**src/rtl/calc_pkg.sv**
```systemverilog
// rtl/calc_pkg.sv - scancodes, key classes and encodings for the calculator key entry
package calc_pkg;

  localparam logic [7:0] SC_0       = 8'h45;
  localparam logic [7:0] SC_1       = 8'h16;
  localparam logic [7:0] SC_2       = 8'h1E;
  localparam logic [7:0] SC_3       = 8'h26;
  localparam logic [7:0] SC_4       = 8'h25;
  localparam logic [7:0] SC_5       = 8'h2E;
  localparam logic [7:0] SC_6       = 8'h36;
  localparam logic [7:0] SC_7       = 8'h3D;
  localparam logic [7:0] SC_8       = 8'h3E;
  localparam logic [7:0] SC_9       = 8'h46;
  localparam logic [7:0] SC_ADD     = 8'h79;
  localparam logic [7:0] SC_SUB     = 8'h7B;
  localparam logic [7:0] SC_SUB_ALT = 8'h4E;
  localparam logic [7:0] SC_MUL     = 8'h7C;
  localparam logic [7:0] SC_ENTER   = 8'h5A;
  localparam logic [7:0] SC_BKSP    = 8'h66;
  localparam logic [7:0] SC_ESC     = 8'h76;

  typedef enum logic [2:0] {DIGIT, OP, ENTER, BKSP, ESC, UNKNOWN} key_class_t;

  typedef enum logic [1:0] {
    OP_NONE = 2'b00,
    OP_ADD  = 2'b01,
    OP_SUB  = 2'b10,
    OP_MUL  = 2'b11
  } op_t;

  typedef enum logic [1:0] {
    ENTER_A  = 2'b00,
    ENTER_B  = 2'b01,
    SHOW_RES = 2'b10
  } state_t;

endpackage

```
**src/rtl/kbd_key_decode.sv**
```systemverilog
// rtl/kbd_key_decode.sv - combinational PS/2 set-2 scancode to key class/digit/op decoder
module kbd_key_decode
  import calc_pkg::*;
(
  input  logic [7:0] scancode,
  output logic [2:0] key_class,
  output logic [3:0] digit,
  output logic [1:0] op_code
);

  always_comb begin
    key_class = UNKNOWN;
    digit     = 4'd0;
    op_code   = OP_NONE;
    case (scancode)
      SC_0:       begin key_class = DIGIT; digit = 4'd0; end
      SC_1:       begin key_class = DIGIT; digit = 4'd1; end
      SC_2:       begin key_class = DIGIT; digit = 4'd2; end
      SC_3:       begin key_class = DIGIT; digit = 4'd3; end
      SC_4:       begin key_class = DIGIT; digit = 4'd4; end
      SC_5:       begin key_class = DIGIT; digit = 4'd5; end
      SC_6:       begin key_class = DIGIT; digit = 4'd6; end
      SC_7:       begin key_class = DIGIT; digit = 4'd7; end
      SC_8:       begin key_class = DIGIT; digit = 4'd8; end
      SC_9:       begin key_class = DIGIT; digit = 4'd9; end
      SC_ADD:     begin key_class = OP; op_code = OP_ADD; end
      SC_SUB,
      SC_SUB_ALT: begin key_class = OP; op_code = OP_SUB; end
      SC_MUL:     begin key_class = OP; op_code = OP_MUL; end
      SC_ENTER:   key_class = ENTER;
      SC_BKSP:    key_class = BKSP;
      SC_ESC:     key_class = ESC;
      default:    key_class = UNKNOWN;
    endcase
  end

endmodule

```
**src/rtl/calc_key_entry.sv**
```systemverilog
// rtl/calc_key_entry.sv - keystroke-to-operand entry FSM with two-operand arithmetic
module calc_key_entry
  import calc_pkg::*;
#(
  parameter int DIGITS = 3,
  parameter int OW     = 10,
  parameter int RW     = 21
) (
  input  logic          clk,
  input  logic          reset,
  input  logic [7:0]    scancode,
  input  logic          ready,
  output logic [RW-1:0] display,
  output logic [1:0]    op,
  output logic [1:0]    state,
  output logic [1:0]    ndig,
  output logic          reject
);

  localparam logic [1:0] MAX_DIG = 2'(DIGITS);

  logic [2:0]  kc_raw;
  key_class_t  kc;
  logic [3:0]  key_digit;
  logic [1:0]  key_op;

  kbd_key_decode u_decode (
    .scancode  (scancode),
    .key_class (kc_raw),
    .digit     (key_digit),
    .op_code   (key_op)
  );
  assign kc = key_class_t'(kc_raw);

  logic          ready_q;
  logic          key_ev;
  state_t        state_q;
  logic [OW-1:0] a_q, b_q;
  logic [1:0]    ndig_a_q;
  logic [RW-1:0] res_q;

  assign key_ev = ready & ~ready_q;
  assign state  = state_q;

  // Digit push/pop act on whichever operand is currently being edited.
  logic [OW-1:0] cur, push, pop;
  assign cur  = (state_q == ENTER_B) ? b_q : a_q;
  assign push = cur * OW'(10) + OW'(key_digit);
  assign pop  = cur / OW'(10);

  logic signed [RW-1:0] a_ext, b_ext, arith;
  assign a_ext = signed'(RW'(a_q));
  assign b_ext = signed'(RW'(b_q));

  always_comb begin
    arith = a_ext;
    case (op)
      OP_ADD:  arith = a_ext + b_ext;
      OP_SUB:  arith = a_ext - b_ext;
      OP_MUL:  arith = a_ext * b_ext;
      default: arith = a_ext;
    endcase
  end

  always_ff @(posedge clk) begin
    if (reset) begin
      ready_q  <= 1'b0;
      state_q  <= ENTER_A;
      a_q      <= '0;
      b_q      <= '0;
      ndig_a_q <= 2'd0;
      res_q    <= '0;
      op       <= OP_NONE;
      ndig     <= 2'd0;
      display  <= '0;
      reject   <= 1'b0;
    end else begin
      ready_q <= ready;
      reject  <= 1'b0;
      if (key_ev) begin
        if (kc == ESC) begin
          state_q  <= ENTER_A;
          a_q      <= '0;
          b_q      <= '0;
          ndig_a_q <= 2'd0;
          res_q    <= '0;
          op       <= OP_NONE;
          ndig     <= 2'd0;
          display  <= '0;
        end else if (kc == UNKNOWN) begin
          reject <= 1'b1;
        end else begin
          case (state_q)
            ENTER_A: begin
              case (kc)
                DIGIT: if (ndig < MAX_DIG) begin
                  a_q     <= push;
                  ndig    <= ndig + 2'd1;
                  display <= RW'(push);
                end else reject <= 1'b1;
                OP: begin
                  op       <= key_op;
                  b_q      <= '0;
                  ndig_a_q <= ndig;
                  ndig     <= 2'd0;
                  display  <= '0;
                  state_q  <= ENTER_B;
                end
                ENTER: begin
                  res_q   <= RW'(a_q);
                  display <= RW'(a_q);
                  state_q <= SHOW_RES;
                end
                BKSP: if (ndig != 2'd0) begin
                  a_q     <= pop;
                  ndig    <= ndig - 2'd1;
                  display <= RW'(pop);
                end else reject <= 1'b1;
                default: ;
              endcase
            end
            ENTER_B: begin
              case (kc)
                DIGIT: if (ndig < MAX_DIG) begin
                  b_q     <= push;
                  ndig    <= ndig + 2'd1;
                  display <= RW'(push);
                end else reject <= 1'b1;
                OP: if (ndig == 2'd0) op <= key_op;
                    else reject <= 1'b1;
                ENTER: begin
                  res_q   <= arith;
                  display <= arith;
                  state_q <= SHOW_RES;
                end
                // Backspacing past an empty B drops the operator and resumes editing A.
                BKSP: if (ndig != 2'd0) begin
                  b_q     <= pop;
                  ndig    <= ndig - 2'd1;
                  display <= RW'(pop);
                end else begin
                  op      <= OP_NONE;
                  ndig    <= ndig_a_q;
                  display <= RW'(a_q);
                  state_q <= ENTER_A;
                end
                default: ;
              endcase
            end
            SHOW_RES: begin
              if (kc == DIGIT) begin
                a_q      <= OW'(key_digit);
                b_q      <= '0;
                ndig_a_q <= 2'd0;
                res_q    <= '0;
                op       <= OP_NONE;
                ndig     <= 2'd1;
                display  <= RW'(key_digit);
                state_q  <= ENTER_A;
              end else begin
                reject <= 1'b1;
              end
            end
            default: ;
          endcase
        end
      end
    end
  end

endmodule

```
**config.mk**
```make
export PLATFORM = sky130hd
export DESIGN_NAME = calc_key_entry
export DESIGN_NICKNAME = d
export VERILOG_FILES = /design/src/rtl/calc_pkg.sv /design/src/rtl/kbd_key_decode.sv /design/src/rtl/calc_key_entry.sv
export SDC_FILE = /design/constraint.sdc
export NUM_CORES = 1
export LEC_CHECK = 0
export ABC_AREA = 1
export CAP_MARGIN = 20
export CORE_MARGIN = 8
export CORE_UTILIZATION = 48
export CTS_BUF_LIST = sky130_fd_sc_hd__clkbuf_8
export DETAILED_ROUTE_END_ITERATION = 8
export HOLD_SLACK_MARGIN = 0.03
export PLACE_DENSITY = 0.66
export SYNTH_ARGS = -nofsm -noshare
export SYNTH_HDL_FRONTEND = slang
export SYNTH_HIERARCHICAL = 1
export SYNTH_SLANG_ARGS = --single-unit
```
**constraint.sdc**
```tcl
create_clock -name clk -period 13.9 [get_ports clk]
set_clock_uncertainty 0.15 [all_clocks]
set_input_delay 2.085 -clock clk [delete_from_list [all_inputs] [get_ports clk]]
set_output_delay 2.085 -clock clk [all_outputs]
set_load 0.02 [all_outputs]
```
# == Word-level counts from Yosys, hierarchy flattened ==
# Index checks and enable logic that the tools add are counted.
# word_totals
regBits,51
in_bits,11
output_inout_bits,28
wordCells,142
# classes
addsub,5
multipliers,2
div_mod_pow,1
order_cmp,1
n_eq_ne,44
n_mux,60
bitwise_logic,3
n_reduce_logical,17
# op_table
cell,count
$pmux 21 s3,3
$mux 10,11
$mux 21,5
$pmux 21 s4,1
$eq 8x7->1 const B,9
$eq 8x6->1 const B,6
$pmux 10 s2,2
$pmux 4 s9,1
$mux 2,17
$ne 4x4->1 const B,8
$pmux 10 s3,1
$pmux 2 s3,5
$reduce_and 7->1,4
$mul 10x10->20,1
$pmux 2 s2,5
$eq 8x5->1 const B,2
$reduce_and 8->1,2
$pmux 3 s5,1
$ne 4x1->1 const B,3
$add 10x10->11,1
$sub 10x10->11,1
$add 10x4->10,1
$div 10x4->10 const B,1
$mul 10x3->9 const B,1
28 further kinds,41

# == Longest topological paths before layout ==
# Gate-level depths: netlist of the first run.
# logic_depth
ltp_word,9
depth_mapped,34
depth_no_buf,33

# == Modules after synthesis ==
# The synthesis of the first run kept the hierarchy.
# modules_own_cells
module,n_inst,cells_per_inst,area_each_um2,seq_area_each_um2
calc_key_entry,1,1339,8692.1,1021.0
kbd_key_decode,1,87,406.6,0.0

# == Least setup slack after synthesis of the first run ==
# Ideal clock, no wire load.
# synth_timing
path_kind,flip-flop to flip-flop
from,register a_q[1]
to,register display[19]
setup_ns,0.070
arrival_time_ns,5.265
required_time_ns,13.680
slack_ns,8.415
stages_incl_launch_ff,27
path_buffers,1
synth_period_minus_slack_ns,5.485
path_cell_list,dfxtp_1 clkbuf_1 nand2_1 fa_1 fa_1 inv_1 fa_1 fa_1 fa_1 ha_1 nand2_1 o21ai_0 nand2_1 o2111ai_1 a21oi_1 o21ai_0 nand2_1 nand2_1 a21o_1 nor2_1 o21ai_0 nand2_1 o21ai_0 nand2_1 nand2_1 nand3_1 a21oi_1
# synth_between
elab_chain_len,6
elab_cells_between_ends,7
cone_classes,add/sub (1); mul (1); mux (5)
# synth_rtl
element,line_no,rtl
"start, declared",calc_key_entry.sv:38,"logic [OW-1:0] a_q, b_q;"
"start signal, assigned",calc_key_entry.sv:97,a_q <= push;
"start signal, assigned",calc_key_entry.sv:115,a_q <= pop;
"start signal, assigned",calc_key_entry.sv:152,a_q <= OW'(key_digit);
$mul 10x10->20 / $sub 10x10->11 (equally long branches),"calc_key_entry.sv:60, calc_key_entry.sv:59",
$pmux 21 s3 (*),calc_key_entry.sv:57,case (op)
$pmux 21 s3 (*),calc_key_entry.sv:123,case (kc)
$pmux 21 s3 (*),calc_key_entry.sv:93,case (state_q)
$mux 21 (*),calc_key_entry.sv:90,end else if (kc == UNKNOWN) begin
$mux 21 (*),calc_key_entry.sv:81,if (kc == ESC) begin
"end signal, assigned",calc_key_entry.sv:99,display <= RW'(push);
"end signal, assigned",calc_key_entry.sv:127,display <= RW'(push);
"end signal, assigned",calc_key_entry.sv:133,display <= arith;
"end, declared",calc_key_entry.sv:13,"output logic [RW-1:0] display,"
# Mark *: on every way between the ends. The rest lies on a longest branch, timed or not. The select of a mux whose other input is x is not followed.
# A chain may end at the register's enable or synchronous reset.

# == Final worst setup path of the first run ==
# layout_timing
from,input scancode[1]
to,register display[14]
# layout_between
elab_chain_len,8
elab_cells_between_ends,38
cone_classes,eq/ne (27); mux (6); reduce/logical (5)
# layout_rtl
element,line_no,rtl
"start, declared",calc_key_entry.sv:11,"input logic [7:0] scancode,"
"$eq 8x7->1, or another cell as far along",kbd_key_decode.sv:15,case (scancode)
$reduce_or 10->1 (no line) / $reduce_or 4->1 (equally long branches),--,
$pmux 3 s5 (*),kbd_key_decode.sv:15,
named net kc[2],calc_key_entry.sv:23,key_class_t kc;
"$eq 3x2->1, or another cell as far along","calc_key_entry.sv:95, calc_key_entry.sv:123",
$pmux 21 s4 / $pmux 21 s3 (equally long branches),"calc_key_entry.sv:95, calc_key_entry.sv:123",
$pmux 21 s3,calc_key_entry.sv:93,
$mux 21,calc_key_entry.sv:90,
$mux 21,calc_key_entry.sv:81,
"end signal, assigned",calc_key_entry.sv:99,
"end signal, assigned",calc_key_entry.sv:111,display <= RW'(a_q);
"end signal, assigned",calc_key_entry.sv:117,display <= RW'(pop);
# Mark *: on every way through the listed nets, which the timed path passes. The rest lies on a longest branch. The select of a mux whose other input is x is not followed.

==> results of run 1 <==
-- Yosys cell counts, types with 3 or more instances --
master / n
nand2_2: 17
nand4_1: 8
o211ai_1: 7
dfxtp_1: 51
fa_1: 66
clkinv_1: 6
inv_2: 6
a21o_1: 3
a211oi_1: 5
nor2_2: 7
or2_2: 5
nand2_1: 381
o31ai_1: 8
nand3_1: 48
a31oi_1: 10
clkbuf_1: 44
xor2_1: 9
o221ai_1: 7
nand3_2: 8
nor2_1: 111
o2111ai_1: 6
a22oi_1: 4
nor3_1: 10
o21bai_1: 5
nand2_4: 8
o21ai_0: 101
xnor2_1: 4
o22ai_1: 6
a21oi_1: 107
buf_4: 3
inv_1: 240
ha_1: 96
-- per-layer routing --
metal  track usage  vias up
met1         0.304     4292
met5             0        -
met4        0.0765        0
li1              -     4539
met2         0.384      346
met3        0.0252       61
-- registers in the layout (all words and copies together), names as in the netlist --
register and cells:
display 21, a_q 10, b_q 10, ndig 2
ndig_a_q 2, op 2, state 2, ready_q 1
reject 1
-- layout by cell type, fill, tap and decap left out, drive strengths merged, types with 9 or more instances in the layout --
| cell | instances |
|---|---|
| nor2 | 120 |
| dfxtp | 51 |
| clkdlybuf4s50 | 37 |
| ha | 96 |
| a31oi | 10 |
| nand3 | 56 |
| inv | 247 |
| o21ai | 106 |
| a21oi | 109 |
| nand2 | 406 |
| fa | 66 |
| xor2 | 9 |
| nor3 | 11 |
-- stage by stage --
step           area, µm²  worst slack (ns)  total power (µW)
2_1_floorplan       9100              8.42               172
3_3_place_gp        9590              5.85               183
3_5_place_dp        9590              5.52               183
4_1_cts             9710              5.85               294
5_1_grt             9720              5.09               303
6_report            9720              5.68               294
-- logic make-up (layout without fill, tap and decap cells) --
| group | after synthesis | after routing | share of synthesized area |
|---|---|---|---|
| compound gates | 286 | 286 | 0.182 |
| xor+xnor | 13 | 13 | 0.0125 |
| fa+ha+maj | 162 | 162 | 0.277 |
| buf+inv | 304 | 306 | 0.129 |
| flops | 51 | 51 | 0.112 |
| mux | 1 | 1 | 0.00110 |
| simple gates | 609 | 609 | 0.285 |
-- power groups by stage --
stage	combinational (µW)	sequential, µW	clock [µW]
6_report	33.7	147	114
5_1_grt	36.9	147	119
4_1_cts	33.1	147	114
3_5_place_dp	32.9	150	0
3_3_place_gp	32.9	150	0
2_1_floorplan	21.3	151	0
-- area by class of cell --
class / count / area (µm²)
inverters: 252 / 946
flip-flops and latches: 51 / 1020
repair buffers: 46 / 435
clock inverters: 3 / 46.3
clock buffers: 5 / 68.8
multi-input cells: 1071 / 6910
fillers: 1915 / 8930
well taps: 234 / 293
-- worst max-delay path, cell delays in order --
cell	delay, ns
clkdlybuf4s50_1	0.56
inv_2	0.06
nor2_2	0.18
nand2_1	0.09
nor2_2	0.12
nor2_2	0.06
nand2_2	0.08
nor2_1	0.06
nand2_1	0.07
nand2_1	0.13
nor2_1	0.15
buf_4	0.29
clkinv_1	0.46
nor2_1	0.96
inv_1	0.49
nor2_1	0.44
a21oi_1	0.14
nand3_1	0.12
nor2_1	0.09
a21oi_2	0.78
nor2_2	0.36
inv_2	0.19
a21oi_1	0.05
o21ai_0	0.11
a21oi_1	0.08
-- worst max-delay path by stage --
stage                      from          end  cells after the start
finish              scancode[1]  display[14]                     25
global route        scancode[1]   display[2]                     25
CTS                 scancode[1]   display[2]                     25
detailed placement  scancode[1]   display[2]                     25
global placement    scancode[1]  display[14]                     25
floorplan                a_q[1]  display[19]                     26
==> results.md, run 1 <==
- Worst min-delay path startpoint: ndig_a_q[1]
- Worst slew margin relative to its limit: 0.294
- Cell accounting for the most synthesized area: nand2_1
- Worst reg-to-reg setup slack: 7.64 ns
- Cts bufs inserted: 5
- Total length of routed met2 wires: 12100 µm
- Standard cell core area: 0.0186 mm²
- Number of buffers between clock root and the deepest sink: 2
- Clock sink count: 51
- Gp weighted congestion: 0.945
- Async SR Flop Fraction: 0
- Syn_area_per_cell: 6.38 µm²
- Power per cell area: 30.3 mW/mm²
- Post-Syn Instances: 1426
- Share of the yosys chip area belonging to registers: 0.112
- Max-capacitance violation count: 0
- WHS: 0.330 ns
- First-pass GRT wire length: 45000 µm
- Switching Fraction: 0.283
- Top area cells in the synthesized netlist: nand2_1, fa_1, ha_1
- Total DRC errors in the routed layout: 0
- Cell variety after synth: 54
- Average wire length per cell after detail routing: 16.3 µm
- Proportion of power drawn by flip-flops and latches: 0.499
- Beginning of the worst register-to-register path: a_q[4]
- Hold_buf cts: 0
- TNS Setup: 0 ns
- Die outline height: 154 µm
- Starting density of the core: 0.488
- Ports placed on the boundary: 39
- Fraction of final layout cells sized beyond drive strength 1: 0.0574
- Number of warning messages in the yosys log: 6
- Vias per inst: 5.56
- Hold violation count in the final report: 0
- Cell area after synthesis: 0.00910 mm²
- CTS Root Buffer Type: clkbuf_8
- Synth-to-layout area growth: 6.79%
- Routed Wire Length: 27100 µm
- Met3 wire length: 1820 µm
- TritonCTS clock tree: done
- Final layout net count: 1600
- Count of non-filler cells in the finished layout: 1662
- Highest metal layer used by the detailed router: met4
- Drt first-iter violations: 851
- Max Fclk: 122 MHz
- Largest net degree at the start of global routing: 52
- R2r worst-path depth: 27
- Crit share post-route: 0.591
- Post-cts sizing count: 0
- Drt first pass iters: 7
- Total GRT Usage: 0.230
- Fraction of power consumed by the clock network: 0.386
- Required arrival time at the worst endpoint: 13.93 ns
- Proportion of netlist area held by the largest area contributor: 0.157
- Number of synthesized flops with an enable pin: 0
- Clock latency on the worst-skew pair: 0.33 ns
- Type of element launching the critical path: input port
- Area enclosed by the die boundary: 0.0236 mm²
- CTS HTree Levels: 2
- WHS Endpoint: ndig_a_q[1]
- Antenna violations before repair: 0
- Max IR drop VDD: 0.0000564 V
- Arr. time, crit path: 8.25 ns
- Antenna-violating nets left: 0
- Setup repair after global routing missed its margin: false
- Placed cells: 1653
- Net count of the mapped netlist: 1599
- Total setup violations reported at the end of the flow: 0
- Internal power of the cells: 211 µW
- Via count: 9238
- Chip width: 154 µm
- Power dissipated by switching net loads: 83.2 µW
- Port Buffers: 38
- Register clock-pin slew on the reported worst setup and hold paths: 0.10 ns
- Pin slew with the least headroom to its limit: 1.06 ns
- Hold depth: 2
- Crit path max fanout: 24
- Kind of critical path: input port to register
- Outcome: finished, final reports clean
- Worst setup EP type: register
- Total inserted antenna cells: 0
- Register bit count reported by yosys: 51
- Routed met1 length: 12300 µm
- Remaining Overflow, GRT: 0
- Number of placement rows: 50
- Commonest register cell after synthesis: dfxtp_1
- Setup Buffers After CTS: 0
- Max-slew violation total from the final report: 0
- Fraction of power consumed by combinational cells: 0.114
- Class of the tightest hold or removal check: register to register
- Final min period: 8.22 ns
- Via count of the first global-routing pass: 8839
- Final Core Density: 0.521
- Dpl hpwl: 21100 µm
- Capture point of the worst reg-to-reg path: display[19]
- Leakage component of the power: 0.00485 µW
Power figures use the tool's default switching activity.
==> run 2, diff against run 1 <==
- clock period: 13.9 -> 8.5 ns (I/O delays scaled with it)
==> results.md, run 2 (synthesis gave the netlist of run 1 again) <==
- Hold depth: 2 (unchanged)
- Register ranked first by flip-flop count: display
- Max-capacitance violation count: 0 (unchanged)
- Hold_buf cts: 0 (unchanged)
- Gp weighted congestion: 0.953 (+0.76%)
- Via count of the first global-routing pass: 8942 (+1.2%)
- Via count: 9195 (-0.47%)
- Vias per inst: 5.53 (-0.53%)
- Register clock-pin slew on the reported worst setup and hold paths: 0.10 ns (about the same)
- Placed cells: 1655 (+0.12%)
- Antenna violations before repair: 0 (unchanged)
- Type of element launching the critical path: register
- Number of placement rows: 50 (unchanged)
- Registers with the most flip-flops: display x21, a_q x10, b_q x10
- Leading cell type in the layout, fill and taps excluded: nand2_1
- CTS Root Buffer Type: clkbuf_8
- Crit path max-delay cell type: dfxtp_1
- Drt first pass iters: 6 (-1)
- Fraction of final layout cells sized beyond drive strength 1: 0.0581 (+0.000660)
- Antenna-violating nets left: 0 (unchanged)
- Dpl hpwl: 21300 µm (+0.91%)
- Area enclosed by the die boundary: 0.0236 mm² (unchanged)
- Post-Layout Inst Area: 0.00973 mm² (+0.10%)
- Power per cell area: 49.5 mW/mm² (+63%)
- Remaining Overflow, GRT: 0 (unchanged)
- Beginning of the worst register-to-register path: a_q[2]
- Worst slew margin relative to its limit: 0.342 (+0.0482)
- Worst setup EP type: register
- Total GRT Usage: 0.232 (+0.00238)
- Most used cells in the layout excluding fill and tap cells: nand2_1, inv_1, nor2_1
- Synth-to-layout area growth: 6.90%
- Final layout net count: 1601 (+0.063%)
- Leakage component of the power: 0.00486 µW (+0.23%)
- Placed cell areas: 0.00961 mm² (+0.16%)
- Cts bufs inserted: 5 (unchanged)
- Largest net degree at the start of global routing: 52 (unchanged)
- Crit path max fanout: 15 (-38%)
- Pin slew with the least headroom to its limit: 0.987 ns (-0.0684 ns)
- Starting density of the core: 0.488 (unchanged)
- Setup Buffers After CTS: 0 (unchanged)
- First-pass GRT wire length: 45200 µm (+0.34%)
- Capture point of the worst reg-to-reg path: display[14]
- Average wire length per cell after detail routing: 16.4 µm (+0.58%)
- Clock latency on the worst-skew pair: 0.32 ns (about the same)
- Kind of critical path: register to register
- Crit share post-route: 0.758
- Worst min-delay path startpoint: display[18]
- WHS Endpoint: display[18]
- Ports placed on the boundary: 39 (unchanged)
- Worst reg-to-reg setup slack: 2.05 ns (-5.59 ns)
- Routed Wire Length: 27300 µm (+0.64%)
- Max FFs per register: 21 (unchanged)
- Max-slew violation total from the final report: 0 (unchanged)
- Port Buffers: 38 (unchanged)
- Setup repair after global routing missed its margin: false
- Clock sink count: 51 (unchanged)
- Total DRC errors in the routed layout: 0 (unchanged)
- Die outline height: 154 µm (unchanged)
- TNS Setup: 0 ns (unchanged)
- Drt first-iter violations: 729 (-14%)
- Critical path's largest stage delay: 0.79 ns (-0.17 ns)
- Chip width: 154 µm (unchanged)
- Total inserted antenna cells: 0 (unchanged)
- Number of buffers between clock root and the deepest sink: 2 (unchanged)
- Count of non-filler cells in the finished layout: 1663 (+0.060%)
- Final min period: 6.45 ns
- Arr. time, crit path: 6.47 ns (-1.78 ns)
- Required arrival time at the worst endpoint: 8.52 ns (-5.41 ns)
- Outcome: finished, final reports clean
- CTS HTree Levels: 2 (unchanged)
- Max IR drop VDD: 0.0000784 V (+39%)
- Max Fclk: 155 MHz
- Class of the tightest hold or removal check: register to register
- Standard cell core area: 0.0186 mm² (unchanged)
- Post-cts sizing count: 0 (unchanged)
- TritonCTS clock tree: done
- Total setup violations reported at the end of the flow: 0 (unchanged)
- Hold violation count in the final report: 0 (unchanged)
- R2r worst-path depth: 28 (+3.7%)
-- run 2: changes by cell type in the layout (fill, tap and decap cells not counted), sizes merged --
| cell | before | now |
|---|---|---|
| buf | 8 | 10 |
| inv | 247 | 246 |
| clkinvlp | 1 | 0 |
| clkinv | 6 | 7 |
-- run 2: metal layers --
| layer | routed length, µm | global-route usage | share of wire |
|---|---|---|---|
| met1 | 12200 | 0.305 | 0.45 |
| met2 | 12300 | 0.390 | 0.45 |
| met3 | 1980 | 0.0303 | 0.072 |
| met4 | 793 | 0.0709 | 0.029 |
| met5 | 0 | 0 | 0 |
-- run 2: power by group --
part           switching (µW)  internal, µW  total (µW)
combinational            37.2          16.8        54.0
sequential              0.620           240         240
clock                    91.8          95.6         187
total                     130           352         482
-- run 2: worst max-delay path by stage --
stage	start	end	slack, ns	depth (start not counted)
5_1_grt	a_q[2]	display[13]	1.58	32
3_5_place_dp	a_q[2]	display[14]	2.05	28
4_1_cts	a_q[2]	display[14]	2.04	28
3_3_place_gp	a_q[2]	display[14]	2.06	28
2_1_floorplan	a_q[1]	display[19]	3.02	26
6_report	a_q[2]	display[14]	2.05	28
-- run 2: critical path, delay by kind of cell, from the launching register on --
kind | cells | cell delay [ns]
AND/OR/NAND/NOR | 8 | 0.81
flip-flops | 1 | 0.79
adder cells (fa/ha/maj) | 7 | 2.59
AO/OA/AOI/OAI | 9 | 1.72
buffers and inverters | 4 | 0.23
-- run 2: area by class of cell --
type                            count  area [µm²]
Sequential cell                    51        1020
Fill cell                        1935        8920
Clock inverter                      2        35.0
Multi-Input combinational cell   1071        6910
Timing Repair Buffer               47         443
Tap cell                          234         293
Clock buffer                        6        82.6
Inverter                          252         946
-- run 2: per-stage QoR --
step / power (µW) / setup WS [ns] / hold WS (ns) / utilization
after floorplan: 281 / 3.02 / 0.288 / -
after global placement: 299 / 2.06 / 0.319 / 0.515
after detailed placement: 299 / 2.05 / 0.325 / 0.515
after CTS: 485 / 2.04 / 0.342 / 0.522
after global routing: 497 / 1.58 / 0.364 / 0.522
final: 482 / 2.05 / 0.338 / 0.522
==> run 3, diff against run 2 <==
- clock period: 8.5 -> 6.5 ns (I/O delays scaled with it)
==> results.md, run 3 (synthesis gave the netlist of run 1 again) <==
- Cts bufs inserted: 5 (unchanged)
- Hold depth: 2 (unchanged)
- Bufs and invs on worst path: 1 (-3)
- Total GRT Usage: 0.234 (+0.00126)
- Proportion of power drawn by flip-flops and latches: 0.493 (-0.006)
- Chip width: 154 µm (unchanged)
- Standard cell core area: 0.0186 mm² (unchanged)
- Pin slew with the least headroom to its limit: 1.00 ns (+0.0174 ns)
- Fraction of final layout cells sized beyond drive strength 1: 0.0685 (+0.0104)
- Max FFs per register: 21 (unchanged)
- Count of fill cells added during filler insertion: 1946 (+0.57%)
- Drt first-iter violations: 782 (+7.3%)
- Ports placed on the boundary: 39 (unchanged)
- Max IR drop VDD: 0.0000907 V (+16%)
- TNS Setup: 0 ns (unchanged)
- Leakage component of the power: 0.00495 µW (+1.8%)
- Multi-input logic area: 0.00691 mm² (unchanged)
- Average wire length per cell after detail routing: 16.6 µm (+0.99%)
- Cell with the most instances on the worst path: nand2_1
- Antenna violations before repair: 0 (unchanged)
- Drt first pass iters: 5 (-1)
- Setup repair after global routing missed its margin: false
- Count of non-filler cells in the finished layout: 1679 (+0.96%)
- Max Fclk: 165 MHz (+6.6%)
- Most used cells in the layout excluding fill and tap cells: nand2_1, inv_1, nor2_1
- Final min period: 6.05 ns (-0.400 ns)
- WHS Endpoint: ndig_a_q[1]
- Vias per inst: 5.49 (-0.74%)
- Power per cell area: 64.6 mW/mm² (+30%)
- Class of the tightest hold or removal check: register to register
- Synth-to-layout area growth: 8.35%
- Total setup violations reported at the end of the flow: 0 (unchanged)
- Via count of the first global-routing pass: 8671 (-3.0%)
- Crit path max fanout: 15 (unchanged)
- Beginning of the worst register-to-register path: a_q[5]
- Largest net degree at the start of global routing: 52 (unchanged)
- Register ranked first by flip-flop count: display
- Internal power of the cells: 463 µW (+31%)
- Starting density of the core: 0.488 (unchanged)
- Registers with the most flip-flops: display x21, a_q x10, b_q x10
- Critical path's largest stage delay: 0.72 ns (-0.07 ns)
- R2r worst-path depth: 25 (-11%)
- Type of element launching the critical path: register
- Dpl hpwl: 21900 µm (+3.0%)
- Worst setup EP type: register
- WHS: 0.328 ns (-0.0104 ns)
- Max-slew violation total from the final report: 0 (unchanged)
- Antenna-violating nets left: 0 (unchanged)
- Routed Wire Length: 27800 µm (+2.0%)
- Fraction of power consumed by combinational cells: 0.113 (about the same)
- Switching Fraction: 0.273 (+0.00400)
- Number of buffers between clock root and the deepest sink: 2 (unchanged)
- Hold violation count in the final report: 0 (unchanged)
- CTS Root Buffer Type: clkbuf_8
- Kind of critical path: register to register
- Leading cell type in the layout, fill and taps excluded: nand2_1
- Worst slew margin relative to its limit: 0.330 (-0.0116)
- CTS HTree Levels: 2 (unchanged)
- Total inserted antenna cells: 0 (unchanged)
- Area enclosed by the die boundary: 0.0236 mm² (unchanged)
- Die outline height: 154 µm (unchanged)
- Worst reg-to-reg setup slack: 0.45 ns (-1.60 ns)
- Placed cells: 1671 (+0.97%)
- Power dissipated by switching net loads: 174 µW (+34%)
- Number of placement rows: 50 (unchanged)
- Worst Setup Slack post-DPL: 0.490 ns (-1.56 ns)
- Max-capacitance violation count: 0 (unchanged)
- Required arrival time at the worst endpoint: 6.60 ns (-1.92 ns)
- Crit path max-delay cell type: dfxtp_1
- Kind of cell adding the most delay to the critical path: adder cells
- Worst min-delay path startpoint: ndig_a_q[1]
- Register area: 0.00102 mm² (unchanged)
- Port Buffers: 38 (unchanged)
- TritonCTS clock tree: done
- Via count: 9215 (+0.22%)
- First-pass GRT wire length: 45400 µm (+0.38%)
- Outcome: finished, final reports clean
- Arr. time, crit path: 6.15 ns (-0.32 ns)
- Hold_buf cts: 0 (unchanged)
- Register clock-pin slew on the reported worst setup and hold paths: 0.11 ns (about the same)
- Gp weighted congestion: 0.944 (-0.88%)
- Setup slack after layout: 0.454 ns (-1.60 ns)
- Setup Buffers After CTS: 0 (unchanged)
- Crit share post-route: 0.930 (+0.172)
- Capture point of the worst reg-to-reg path: display[19]
- Final layout net count: 1617 (+1.0%)
- Clock latency on the worst-skew pair: 0.33 ns (about the same)
- Total DRC errors in the routed layout: 0 (unchanged)
- Clock sink count: 51 (unchanged)
- Remaining Overflow, GRT: 0 (unchanged)
- Fraction of power consumed by the clock network: 0.394 (+0.005)
run 3: repair_timing:
action	CTS	global route
endpoints found under the setup margin	0	1
endpoints found under the hold margin	0	0
resized for setup	0	1
run 3: layout make-up:
| cell class | instances | area share |
|---|---|---|
| timing repair buffer | 63 | 0.0579 |
| clock buffer | 6 | 0.00838 |
| multi-input combinational | 1071 | 0.701 |
| inverter | 252 | 0.0960 |
| sequential | 51 | 0.104 |
| clock inverter | 2 | 0.00393 |
| tap | 234 | 0.0297 |
run 3: how the worst max path moves through the flow:
stage,cells past startpoint,to,slack [ns],from
after floorplan,26,display[19],1.02,a_q[1]
after global placement,25,display[19],0.64,a_q[5]
after detailed placement,25,display[19],0.49,a_q[5]
after CTS,25,display[19],0.45,a_q[5]
after global routing,25,display[19],0.05,a_q[5]
final,25,display[19],0.45,a_q[5]
run 3: per-layer routing:
layer	global-route usage	routed length, µm	vias to the layer above
li1	-	-	4580
met1	0.319	12700	4228
met2	0.384	12600	355
met3	0.0263	1900	52
met4	0.0625	604	0
met5	0	0	-
run 3: power by group through the flow:
stage          clock (µW)  sequential (µW)  combinational, µW
2_1_floorplan           0              322               45.6
3_3_place_gp            0              321               70.2
3_5_place_dp            0              321               70.5
4_1_cts               254              314               70.8
5_1_grt               264              315               79.2
6_report              251              314               71.8
run 3: through the flow:
step                      power, µW  cell area [µm²]  utilization
after global placement          392             9720        0.521
after CTS                       639             9860        0.529
after floorplan                 368             9100            -
after global routing            658             9860        0.529
after detailed placement        392             9740        0.522
final                           637             9860        0.529
run 3: worst min-delay path, stage by stage (launching register included):
cell	delay, ns
dfxtp_1	0.33
nand2_1	0.06
a21oi_1	0.06
